`src/rtl/snoop_cache_responder_pkg.sv`:
```
// snoop_pkg: shared widths, coherence/bus encodings, FSM state codes,
// cache line layout and result packing for snoop_cache_responder.
package snoop_pkg;

  localparam int TAG_W    = 12;
  localparam int DATA_W   = 16;
  localparam int RESULT_W = 31;

  // Result word layout: {hit, msi_state, tag, data}
  localparam int RES_HIT_BIT   = 30;
  localparam int RES_STATE_LSB = 28;
  localparam int RES_TAG_LSB   = 16;
  localparam int RES_DATA_LSB  = 0;

  typedef enum logic [1:0] {
    MSI_I = 2'b00,
    MSI_S = 2'b01,
    MSI_M = 2'b10
  } msi_e;

  typedef enum logic [1:0] {
    BUS_NONE = 2'b00,
    BUS_RD   = 2'b01,
    BUS_RDX  = 2'b10,
    BUS_WB   = 2'b11
  } bus_op_e;

  // FSM state codes kept as plain constants for older tool flows
  typedef logic [2:0] resp_state_e;
  localparam resp_state_e ST_IDLE      = 3'd0;
  localparam resp_state_e ST_WB_REQ    = 3'd1;
  localparam resp_state_e ST_FILL_REQ  = 3'd2;
  localparam resp_state_e ST_FILL_WAIT = 3'd3;
  localparam resp_state_e ST_RESP      = 3'd4;

  typedef struct packed {
    msi_e              state;
    logic [TAG_W-1:0]  tag;
    logic [DATA_W-1:0] data;
  } line_t;

  function automatic logic [RESULT_W-1:0] pack_result(
    input logic              hit,
    input msi_e              st,
    input logic [TAG_W-1:0]  tag,
    input logic [DATA_W-1:0] data
  );
    logic [RESULT_W-1:0] r;
    r = '0;
    r[RES_HIT_BIT]              = hit;
    r[RES_STATE_LSB +: 2]       = st;
    r[RES_TAG_LSB +: TAG_W]     = tag;
    r[RES_DATA_LSB +: DATA_W]   = data;
    return r;
  endfunction

endpackage

```
`src/rtl/snoop_cache_responder_if.sv`:
```
// snoop_cache_responder_if: CPU request, result, bus and snoop signals of one
// cache controller. The cache uses the slave modport; the CPU/bus side uses master.
interface snoop_cache_responder_if;
  import snoop_pkg::*;

  logic                req_write;
  logic                req_read;
  logic [TAG_W-1:0]    req_tag;
  logic [DATA_W-1:0]   req_data;
  logic                req_ready;
  logic [RESULT_W-1:0] result;
  logic                result_valid;
  bus_op_e             bus_op;
  logic [TAG_W-1:0]    bus_tag;
  logic [DATA_W-1:0]   bus_wdata;
  logic                bus_gnt;
  logic                bus_ack;
  logic [DATA_W-1:0]   bus_rdata;
  bus_op_e             snoop_op;
  logic [TAG_W-1:0]    snoop_tag;
  logic                flush_valid;
  logic [DATA_W-1:0]   flush_data;

  modport slave (
    input  req_write, req_read, req_tag, req_data,
    input  bus_gnt, bus_ack, bus_rdata, snoop_op, snoop_tag,
    output req_ready, result, result_valid,
    output bus_op, bus_tag, bus_wdata, flush_valid, flush_data
  );

  modport master (
    output req_write, req_read, req_tag, req_data,
    output bus_gnt, bus_ack, bus_rdata, snoop_op, snoop_tag,
    input  req_ready, result, result_valid,
    input  bus_op, bus_tag, bus_wdata, flush_valid, flush_data
  );

endinterface

```
`src/rtl/snoop_cache_responder_cache_line_array.sv`:
```
// cache_line_array: LINES x {state, tag, data} storage with one write port
// and two asynchronous read ports (CPU lookup and snoop lookup).
module cache_line_array
  import snoop_pkg::*;
#(
  parameter int LINES = 4,
  parameter int IDX_W = 2
) (
  input  logic             clock,
  input  logic             reset_n,
  input  logic [IDX_W-1:0] cpu_idx,
  output line_t            cpu_line,
  input  logic [IDX_W-1:0] snp_idx,
  output line_t            snp_line,
  input  logic             we,
  input  logic [IDX_W-1:0] w_idx,
  input  line_t            w_line
);

  line_t mem [LINES];

  // Single write port; reset invalidates every line and clears tag/data
  always_ff @(posedge clock or negedge reset_n) begin
    if (!reset_n) begin
      for (int i = 0; i < LINES; i++) mem[i] <= '0;
    end else if (we) begin
      mem[w_idx] <= w_line;
    end
  end

  assign cpu_line = mem[cpu_idx];
  assign snp_line = mem[snp_idx];

endmodule

```
`src/rtl/snoop_cache_responder.sv`:
```
// snoop_cache_responder: per-CPU direct-mapped MSI cache controller.
// Serves CPU requests, issues BUSRD/BUSRDX/BUSWB on misses and upgrades,
// and snoops other caches' bus ops every cycle (snoop has write priority).
// Optional macro SNOOP_STATS_EN adds saturating hit/miss/invalidate counters.
module snoop_cache_responder
  import snoop_pkg::*;
#(
  parameter int LINES = 4
) (
  input  logic clock,
  input  logic reset_n,
  snoop_cache_responder_if.slave io
`ifdef SNOOP_STATS_EN
  ,
  output logic [15:0] hit_cnt,
  output logic [15:0] miss_cnt,
  output logic [15:0] inval_cnt
`endif
);

  localparam int IDX_W = (LINES > 1) ? $clog2(LINES) : 1;

  resp_state_e         state;
  logic                lat_write;
  logic                upgrade;
  logic                have_data;
  logic [TAG_W-1:0]    lat_tag;
  logic [TAG_W-1:0]    victim_tag;
  logic [DATA_W-1:0]   lat_data;
  logic [DATA_W-1:0]   victim_data;
  logic [RESULT_W-1:0] result_q;
  logic                flush_valid_q;
  logic [DATA_W-1:0]   flush_data_q;

  logic [IDX_W-1:0]  cpu_idx;
  logic [IDX_W-1:0]  snp_idx;
  logic [IDX_W-1:0]  w_idx;
  line_t             cpu_line;
  line_t             snp_line;
  line_t             snp_new_line;
  line_t             commit_line;
  line_t             w_line;
  logic              we;
  logic              snp_we;
  logic              snp_flush;
  logic              snp_inval_ours;
  logic              cpu_hit;
  logic              accept;
  logic              commit_want;
  logic              commit_done;
  logic [DATA_W-1:0] fill_data;

  assign cpu_idx      = io.req_tag[IDX_W-1:0];
  assign snp_idx      = io.snoop_tag[IDX_W-1:0];
  assign cpu_hit      = (cpu_line.state != MSI_I) && (cpu_line.tag == io.req_tag);
  assign io.req_ready = (state == ST_IDLE) && (io.snoop_op == BUS_NONE);
  assign accept       = io.req_ready && (io.req_write || io.req_read);

  cache_line_array #(
    .LINES (LINES),
    .IDX_W (IDX_W)
  ) u_lines (
    .clock    (clock),
    .reset_n  (reset_n),
    .cpu_idx  (cpu_idx),
    .cpu_line (cpu_line),
    .snp_idx  (snp_idx),
    .snp_line (snp_line),
    .we       (we),
    .w_idx    (w_idx),
    .w_line   (w_line)
  );

  // Snoop response: BUSRD on M downgrades to S with a flush, BUSRDX invalidates
  always_comb begin
    snp_we       = 1'b0;
    snp_flush    = 1'b0;
    snp_new_line = snp_line;
    if ((snp_line.state != MSI_I) && (snp_line.tag == io.snoop_tag)) begin
      if ((io.snoop_op == BUS_RD) && (snp_line.state == MSI_M)) begin
        snp_we             = 1'b1;
        snp_flush          = 1'b1;
        snp_new_line.state = MSI_S;
      end else if (io.snoop_op == BUS_RDX) begin
        snp_we             = 1'b1;
        snp_flush          = (snp_line.state == MSI_M);
        snp_new_line.state = MSI_I;
      end
    end
  end

  assign snp_inval_ours = snp_we && (snp_new_line.state == MSI_I) && (io.snoop_tag == lat_tag);
  assign fill_data      = (have_data || lat_write) ? lat_data : io.bus_rdata;

  // Local line update wanted by the FSM this cycle (write hit, upgrade grant, fill)
  always_comb begin
    commit_want = 1'b0;
    commit_line = '{MSI_M, lat_tag, lat_data};
    case (state)
      ST_IDLE: begin
        if (accept && cpu_hit && io.req_write && (cpu_line.state == MSI_M)) begin
          commit_want = 1'b1;
          commit_line = '{MSI_M, io.req_tag, io.req_data};
        end
      end
      ST_FILL_REQ: commit_want = io.bus_gnt && upgrade && !snp_inval_ours;
      ST_FILL_WAIT: begin
        commit_want = have_data || io.bus_ack;
        commit_line = '{(lat_write ? MSI_M : MSI_S), lat_tag, fill_data};
      end
      default: commit_want = 1'b0;
    endcase
  end

  // A snoop update owns the write port; a displaced local update is retried
  assign commit_done = commit_want && !snp_we;
  assign we          = snp_we || commit_want;
  assign w_idx       = snp_we ? snp_idx : commit_line.tag[IDX_W-1:0];
  assign w_line      = snp_we ? snp_new_line : commit_line;

  // Bus request decode: held constant for the whole WB_REQ / FILL_REQ stay
  always_comb begin
    io.bus_op    = BUS_NONE;
    io.bus_tag   = '0;
    io.bus_wdata = '0;
    case (state)
      ST_WB_REQ: begin
        io.bus_op    = BUS_WB;
        io.bus_tag   = victim_tag;
        io.bus_wdata = victim_data;
      end
      ST_FILL_REQ: begin
        io.bus_op  = lat_write ? BUS_RDX : BUS_RD;
        io.bus_tag = lat_tag;
      end
      default: io.bus_op = BUS_NONE;
    endcase
  end

  assign io.result       = result_q;
  assign io.result_valid = (state == ST_RESP);
  assign io.flush_valid  = flush_valid_q;
  assign io.flush_data   = flush_data_q;

  // Request FSM, latched request/victim, result register and flush pulse
  always_ff @(posedge clock or negedge reset_n) begin
    if (!reset_n) begin
      state         <= ST_IDLE;
      lat_write     <= 1'b0;
      upgrade       <= 1'b0;
      have_data     <= 1'b0;
      lat_tag       <= '0;
      lat_data      <= '0;
      victim_tag    <= '0;
      victim_data   <= '0;
      result_q      <= '0;
      flush_valid_q <= 1'b0;
      flush_data_q  <= '0;
    end else begin
      flush_valid_q <= snp_flush;
      if (snp_flush) flush_data_q <= snp_line.data;
      case (state)
        ST_IDLE: begin
          if (accept) begin
            lat_write <= io.req_write;
            lat_tag   <= io.req_tag;
            lat_data  <= io.req_data;
            have_data <= 1'b0;
            upgrade   <= 1'b0;
            if (cpu_hit) begin
              if (!io.req_write) begin
                state    <= ST_RESP;
                result_q <= pack_result(1'b1, cpu_line.state, cpu_line.tag, cpu_line.data);
              end else if (cpu_line.state == MSI_M) begin
                state    <= ST_RESP;
                result_q <= pack_result(1'b1, MSI_M, io.req_tag, io.req_data);
              end else begin
                state   <= ST_FILL_REQ;
                upgrade <= 1'b1;
              end
            end else begin
              victim_tag  <= cpu_line.tag;
              victim_data <= cpu_line.data;
              state       <= (cpu_line.state == MSI_M) ? ST_WB_REQ : ST_FILL_REQ;
            end
          end
        end
        ST_WB_REQ: begin
          if (io.bus_gnt) state <= ST_FILL_REQ;
        end
        ST_FILL_REQ: begin
          if (io.bus_gnt) begin
            if (upgrade && !snp_inval_ours) begin
              if (commit_done) begin
                state    <= ST_RESP;
                result_q <= pack_result(1'b1, MSI_M, lat_tag, lat_data);
              end else begin
                state     <= ST_FILL_WAIT;
                have_data <= 1'b1;
              end
            end else begin
              state   <= ST_FILL_WAIT;
              upgrade <= 1'b0;
            end
          end else if (snp_inval_ours) begin
            upgrade <= 1'b0;
          end
        end
        ST_FILL_WAIT: begin
          if (have_data || io.bus_ack) begin
            if (commit_done) begin
              state     <= ST_RESP;
              have_data <= 1'b0;
              result_q  <= pack_result(upgrade, commit_line.state, lat_tag, fill_data);
            end else begin
              have_data <= 1'b1;
              lat_data  <= fill_data;
            end
          end
        end
        ST_RESP: state <= ST_IDLE;
        default: state <= ST_IDLE;
      endcase
    end
  end

`ifdef SNOOP_STATS_EN
  // Saturating statistics: accepted hits/misses and snoop-caused invalidations
  always_ff @(posedge clock or negedge reset_n) begin
    if (!reset_n) begin
      hit_cnt   <= '0;
      miss_cnt  <= '0;
      inval_cnt <= '0;
    end else begin
      if (accept && cpu_hit && (hit_cnt != 16'hFFFF)) hit_cnt <= hit_cnt + 16'd1;
      if (accept && !cpu_hit && (miss_cnt != 16'hFFFF)) miss_cnt <= miss_cnt + 16'd1;
      if (snp_we && (snp_new_line.state == MSI_I) && (inval_cnt != 16'hFFFF))
        inval_cnt <= inval_cnt + 16'd1;
    end
  end
`endif

endmodule

```
`src/flat_wrapper.sv`:
```
// flat-port wrapper written by rule: the top's interface ports become plain ports
module snoop_cache_responder_flat import snoop_pkg::*;
#(
  parameter int LINES = 4
)
  (clock, reset_n, io_req_write, io_req_read, io_req_tag, io_req_data, io_bus_gnt, io_bus_ack, io_bus_rdata, io_snoop_op, io_snoop_tag, io_req_ready, io_result, io_result_valid, io_bus_op, io_bus_tag, io_bus_wdata, io_flush_valid, io_flush_data);
  snoop_cache_responder_if io_i ();
  input  logic clock;
  input  logic reset_n;
  input wire logic [$bits(io_i.req_write)-1:0] io_req_write;
  input wire logic [$bits(io_i.req_read)-1:0] io_req_read;
  input wire logic [$bits(io_i.req_tag)-1:0] io_req_tag;
  input wire logic [$bits(io_i.req_data)-1:0] io_req_data;
  input wire logic [$bits(io_i.bus_gnt)-1:0] io_bus_gnt;
  input wire logic [$bits(io_i.bus_ack)-1:0] io_bus_ack;
  input wire logic [$bits(io_i.bus_rdata)-1:0] io_bus_rdata;
  input wire logic [$bits(io_i.snoop_op)-1:0] io_snoop_op;
  input wire logic [$bits(io_i.snoop_tag)-1:0] io_snoop_tag;
  output wire logic [$bits(io_i.req_ready)-1:0] io_req_ready;
  output wire logic [$bits(io_i.result)-1:0] io_result;
  output wire logic [$bits(io_i.result_valid)-1:0] io_result_valid;
  output wire logic [$bits(io_i.bus_op)-1:0] io_bus_op;
  output wire logic [$bits(io_i.bus_tag)-1:0] io_bus_tag;
  output wire logic [$bits(io_i.bus_wdata)-1:0] io_bus_wdata;
  output wire logic [$bits(io_i.flush_valid)-1:0] io_flush_valid;
  output wire logic [$bits(io_i.flush_data)-1:0] io_flush_data;
  assign io_i.req_write = io_req_write;
  assign io_i.req_read = io_req_read;
  assign io_i.req_tag = io_req_tag;
  assign io_i.req_data = io_req_data;
  assign io_i.bus_gnt = io_bus_gnt;
  assign io_i.bus_ack = io_bus_ack;
  assign io_i.bus_rdata = io_bus_rdata;
  assign io_i.snoop_op = io_snoop_op;
  assign io_i.snoop_tag = io_snoop_tag;
  assign io_req_ready = io_i.req_ready;
  assign io_result = io_i.result;
  assign io_result_valid = io_i.result_valid;
  assign io_bus_op = io_i.bus_op;
  assign io_bus_tag = io_i.bus_tag;
  assign io_bus_wdata = io_i.bus_wdata;
  assign io_flush_valid = io_i.flush_valid;
  assign io_flush_data = io_i.flush_data;
  snoop_cache_responder #(.LINES(LINES)) u_core (.clock(clock), .reset_n(reset_n), .io(io_i));
endmodule
```
`config.mk`:
```
export PLATFORM = sky130hd
export DESIGN_NAME = snoop_cache_responder_flat
export DESIGN_NICKNAME = d
export VERILOG_FILES = /design/src/rtl/snoop_cache_responder_pkg.sv /design/src/rtl/snoop_cache_responder_if.sv /design/src/rtl/snoop_cache_responder_cache_line_array.sv /design/src/rtl/snoop_cache_responder.sv /design/src/flat_wrapper.sv
export SDC_FILE = /design/constraint.sdc
export NUM_CORES = 1
export LEC_CHECK = 0
export CAP_MARGIN = 20
export CORE_MARGIN = 2
export CORE_UTILIZATION = 60
export DETAILED_ROUTE_END_ITERATION = 8
export GPL_TIMING_DRIVEN = 0
export PLACE_DENSITY = 0.85
export SETUP_SLACK_MARGIN = 0.4
export SLEW_MARGIN = 20
export SYNTH_ARGS = -nofsm -noshare
export SYNTH_HDL_FRONTEND = slang
export SYNTH_SLANG_ARGS = --single-unit
```
`constraint.sdc`:
```
create_clock -name clock -period 5.8 [get_ports clock]
set_input_delay 0.87 -clock clock [delete_from_list [all_inputs] [get_ports clock]]
set_output_delay 0.87 -clock clock [all_outputs]
set_load 0.05 [all_outputs]
```
==> run_results.csv <==
group,metric,value,unit
job,cap_violations,0,
clock_tree,tritoncts,"done",
worst_setup_path,end_kind,"flop",
placed_design,portBuffers,140,
sta,fmax,204,MHz
logic_synthesis,synth_fp_nets,1080,
worst_setup_path,reg2reg_to,"u_core.victim_data[8]",
status,status,"completed",
clock_tree,hold_buffers,0,
sta,fin_tns_setup,0,ns
clock_tree,cts_max_level,1,
worst_setup_path,path_class,"in -> reg",
drt,routed_wl,36500,µm
logic_synthesis,ys_warn_count,0,
floorplan,die_area,22000,µm²
logic_synthesis,synth.avg_cell_area,12.3,µm²
clock_tree,cts_resized,0,
cells_and_area,area_growth,22.0,%
logic_synthesis,seq_area_frac_synth,46.1,%
logic_synthesis,synth_top_cells_by_count,"dfrtp_1, mux2_2, nand2_1, mux2_1, a21oi_1",
placed_design,gp_congestion,0.985,
sta,period_needed,4.91,ns
drt,firstDrtPassIters,5,
sta,worst_slew_pin_slew,1.18,ns
clock_tree,cts_max_path_buffers,3,
worst_setup_path,startpoint_type,"primary input",
worst_setup_path,r2r_cells,7,
floorplan,start_util,61.5,%
clock_tree,ctsRootBufferMaster,"clkbuf_16",
logic_synthesis,yosysTopAreaCell,"dfrtp_1",
hold_path,hp-class,"in -> async",
logic_synthesis,synth_area,12500,µm²
placed_design,dp.cells,1429,
clock_tree,cts.sinks,230,
drt,ant_nets,0,
sta,final-setup-viol-count,0,
cells_and_area,fill_cells,1322,
logic_synthesis,synth-edff-count,0,
worst_setup_path,critPathArrivalTime,5.32,ns
sta,rsz0062_at_grt,"no",
sta,timing.hold.ws,0.211,ns
logic_synthesis,synth-seq-cells,230,
sta,skew,0.0145,ns
worst_setup_path,timing.rr.start,"u_core.state[1]",
worst_setup_path,reg2reg_slack,1.43,ns
sta,period_share,84.6,%
drt,wl_per_cell,24.8,µm
sta,final-hold-violation-count,0,
logic_synthesis,synth_area_leaders,"dfrtp_1, mux2_2, mux4_2",
power,p_per_area,533,nW/µm²
clock_tree,clkTransAtPathRegs,0.06,ns
power,worst_ir_drop_vdd,0.246,mV
global_route,antenna_found_initial,2,
logic_synthesis,synth.distinct_cells,57,
cells_and_area,final_cells,1473,
clock_tree,cts_setup_buffers,0,
worst_setup_path,cp_max_fo,10,
sta,slew_headroom,21.2,%
drt,dr.first_iter.drc_count,1347,
worst_setup_path,crit_required,6.22,ns
sta,slew_violations,0,
global_route,grt_pass1_wl,56500,µm
drt,vias_per_cell,6.61,
global_route,grt-ovfl-total,0,
global_route,grt_max_degree,74,
global_route,track_usage,33.4,%
cells_and_area,nNetsFinal,1249,
drt,vias,9741,
floorplan,rows,52,
floorplan,fp.dieH,148,µm
clock_tree,clkLatencyLatePin,0.54,ns
logic_synthesis,ys_async_sr_fraction,100,%
cells_and_area,stdcell_area,15200,µm²
logic_synthesis,yosysMostFrequentCell,"dfrtp_1",
global_route,first_global_vias,9753,
power,p_leak,6.67,nW
drt,route.detailed.drc,0,
floorplan,coreArea,20300,µm²
floorplan,ioPinCount,144,
placed_design,placed_cell_area,14300,µm²
logic_synthesis,netlist.area_leader.share,46.1,%
clock_tree,cts_buffers,24,
floorplan,fp.dieW,148,µm
cells_and_area,drive_gt1_share,22.1,%
logic_synthesis,syn_inst,1016,
logic_synthesis,synth_ff_type,"dfrtp_1",
placed_design,hpwlAfterDp,26100,µm
## metal layers
layer	part of all wire (%)	track usage, %	vias to the layer above	routed length (µm)
li1	-	-	4133	-
met5	0	0	-	0
met2	45	50.4	661	16500
met4	2.7	10.4	0	989
met3	11	6.87	89	3920
met1	41	49.4	4858	15100
## through the flow
stage / util (%) / setup WS [ns] / total power, mW
floorplan: - / 1.69 / 5.05
global placement: 70.0 / -5.80 / 6.09
detailed placement: 70.5 / 0.635 / 6.23
finish: 75.0 / 0.892 / 8.11
global route: 75.0 / 0.735 / 8.45
CTS: 74.9 / 1.08 / 8.03
## worst max-delay path by stage
stage	start	end	slack, ns	cells past startpoint
after floorplan	u_core.state[1]	u_core.u_lines.mem[100]	1.69	11
after detailed placement	io_req_tag[1]	u_core.u_lines.mem[36]	0.64	12
after global placement	reset_n	u_core.io.result[8]	-5.80	1
final	io_req_tag[1]	u_core.u_lines.mem[96]	0.89	12
after global routing	io_req_tag[1]	u_core.u_lines.mem[36]	0.74	12
after CTS	io_req_tag[1]	u_core.u_lines.mem[96]	1.08	12
## flip-flops by register name, indices dropped and copies added (netlist names)
signal / flops
u_core.io.result: 31
u_core.io.flush_valid: 1
u_core.have_data: 1
u_core.victim_data: 16
u_core.upgrade: 1
u_core.lat_write: 1
u_core.io.flush_data: 16
u_core.u_lines.mem: 120
u_core.state: 3
u_core.lat_data: 16
u_core.victim_tag: 12
u_core.lat_tag: 12
## power breakdown
| part | leakage, nW | total [mW] | internal [mW] | switching [mW] |
|---|---|---|---|---|
| registers | 2.98 | 2.70 | 2.21 | 0.486 |
| logic | 3.24 | 3.64 | 1.52 | 2.12 |
| clock network | 0.445 | 1.77 | 1.10 | 0.670 |
## final cells by class
cell class	count	area, µm²	area share [%]
Multi-Input combinational cell	708	6350	41.7
Sequential cell	230	5760	37.8
Timing Repair Buffer	143	1490	9.79
Clock buffer	32	691	4.54
Buffer	73	357	2.34
Tap cell	270	338	2.22
Clock inverter	11	219	1.44
Inverter	5	18.8	0.123
Antenna cell	1	2.50	0.0164
## critical path, stage by stage
cell	delay, ns
clkdlybuf4s50_1	0.62
buf_2	0.36
mux2i_1	0.37
xor2_1	0.25
a32oi_1	0.19
nor4_4	0.49
nor3b_4	0.45
nor2_1	0.23
buf_2	0.26
a221oi_1	0.61
a21oi_1	0.26
mux2_1	0.34
## cell usage in the layout (no fill, tap or decap), types with 5 or more instances in the layout
cell	count
clkbuf_8	6
nor2b_1	10
xor2_1	16
xnor2_1	18
buf_4	13
a221oi_1	10
o2bb2ai_1	16
clkbuf_16	24
o21ai_0	25
buf_2	15
clkdlybuf4s50_1	139
a31oi_1	12
a22o_1	18
nor3_1	8
clkbuf_1	39
a211oi_1	7
inv_1	5
and2_1	29
nand2b_1	5
mux2_1	61
dfrtp_1	230
a22oi_1	6
mux2i_1	52
nand2_1	69
nor2_1	44
mux4_2	53
nand4_1	10
bufinv_16	6
buf_1	6
a21oi_1	59
mux2_2	128
## kinds of logic (layout without fill, tap and decap cells)
group	count (synthesis)	count (layout)	synth area share, %
xor+xnor	34	34	2.39
other cells	0	1	0
simple gates	199	199	7.97
flops	230	230	46.1
compound gates	181	181	9.71
buf+inv	78	264	3.01
mux	294	294	30.8
No activity file was read; power rests on OpenSTA's default activity.
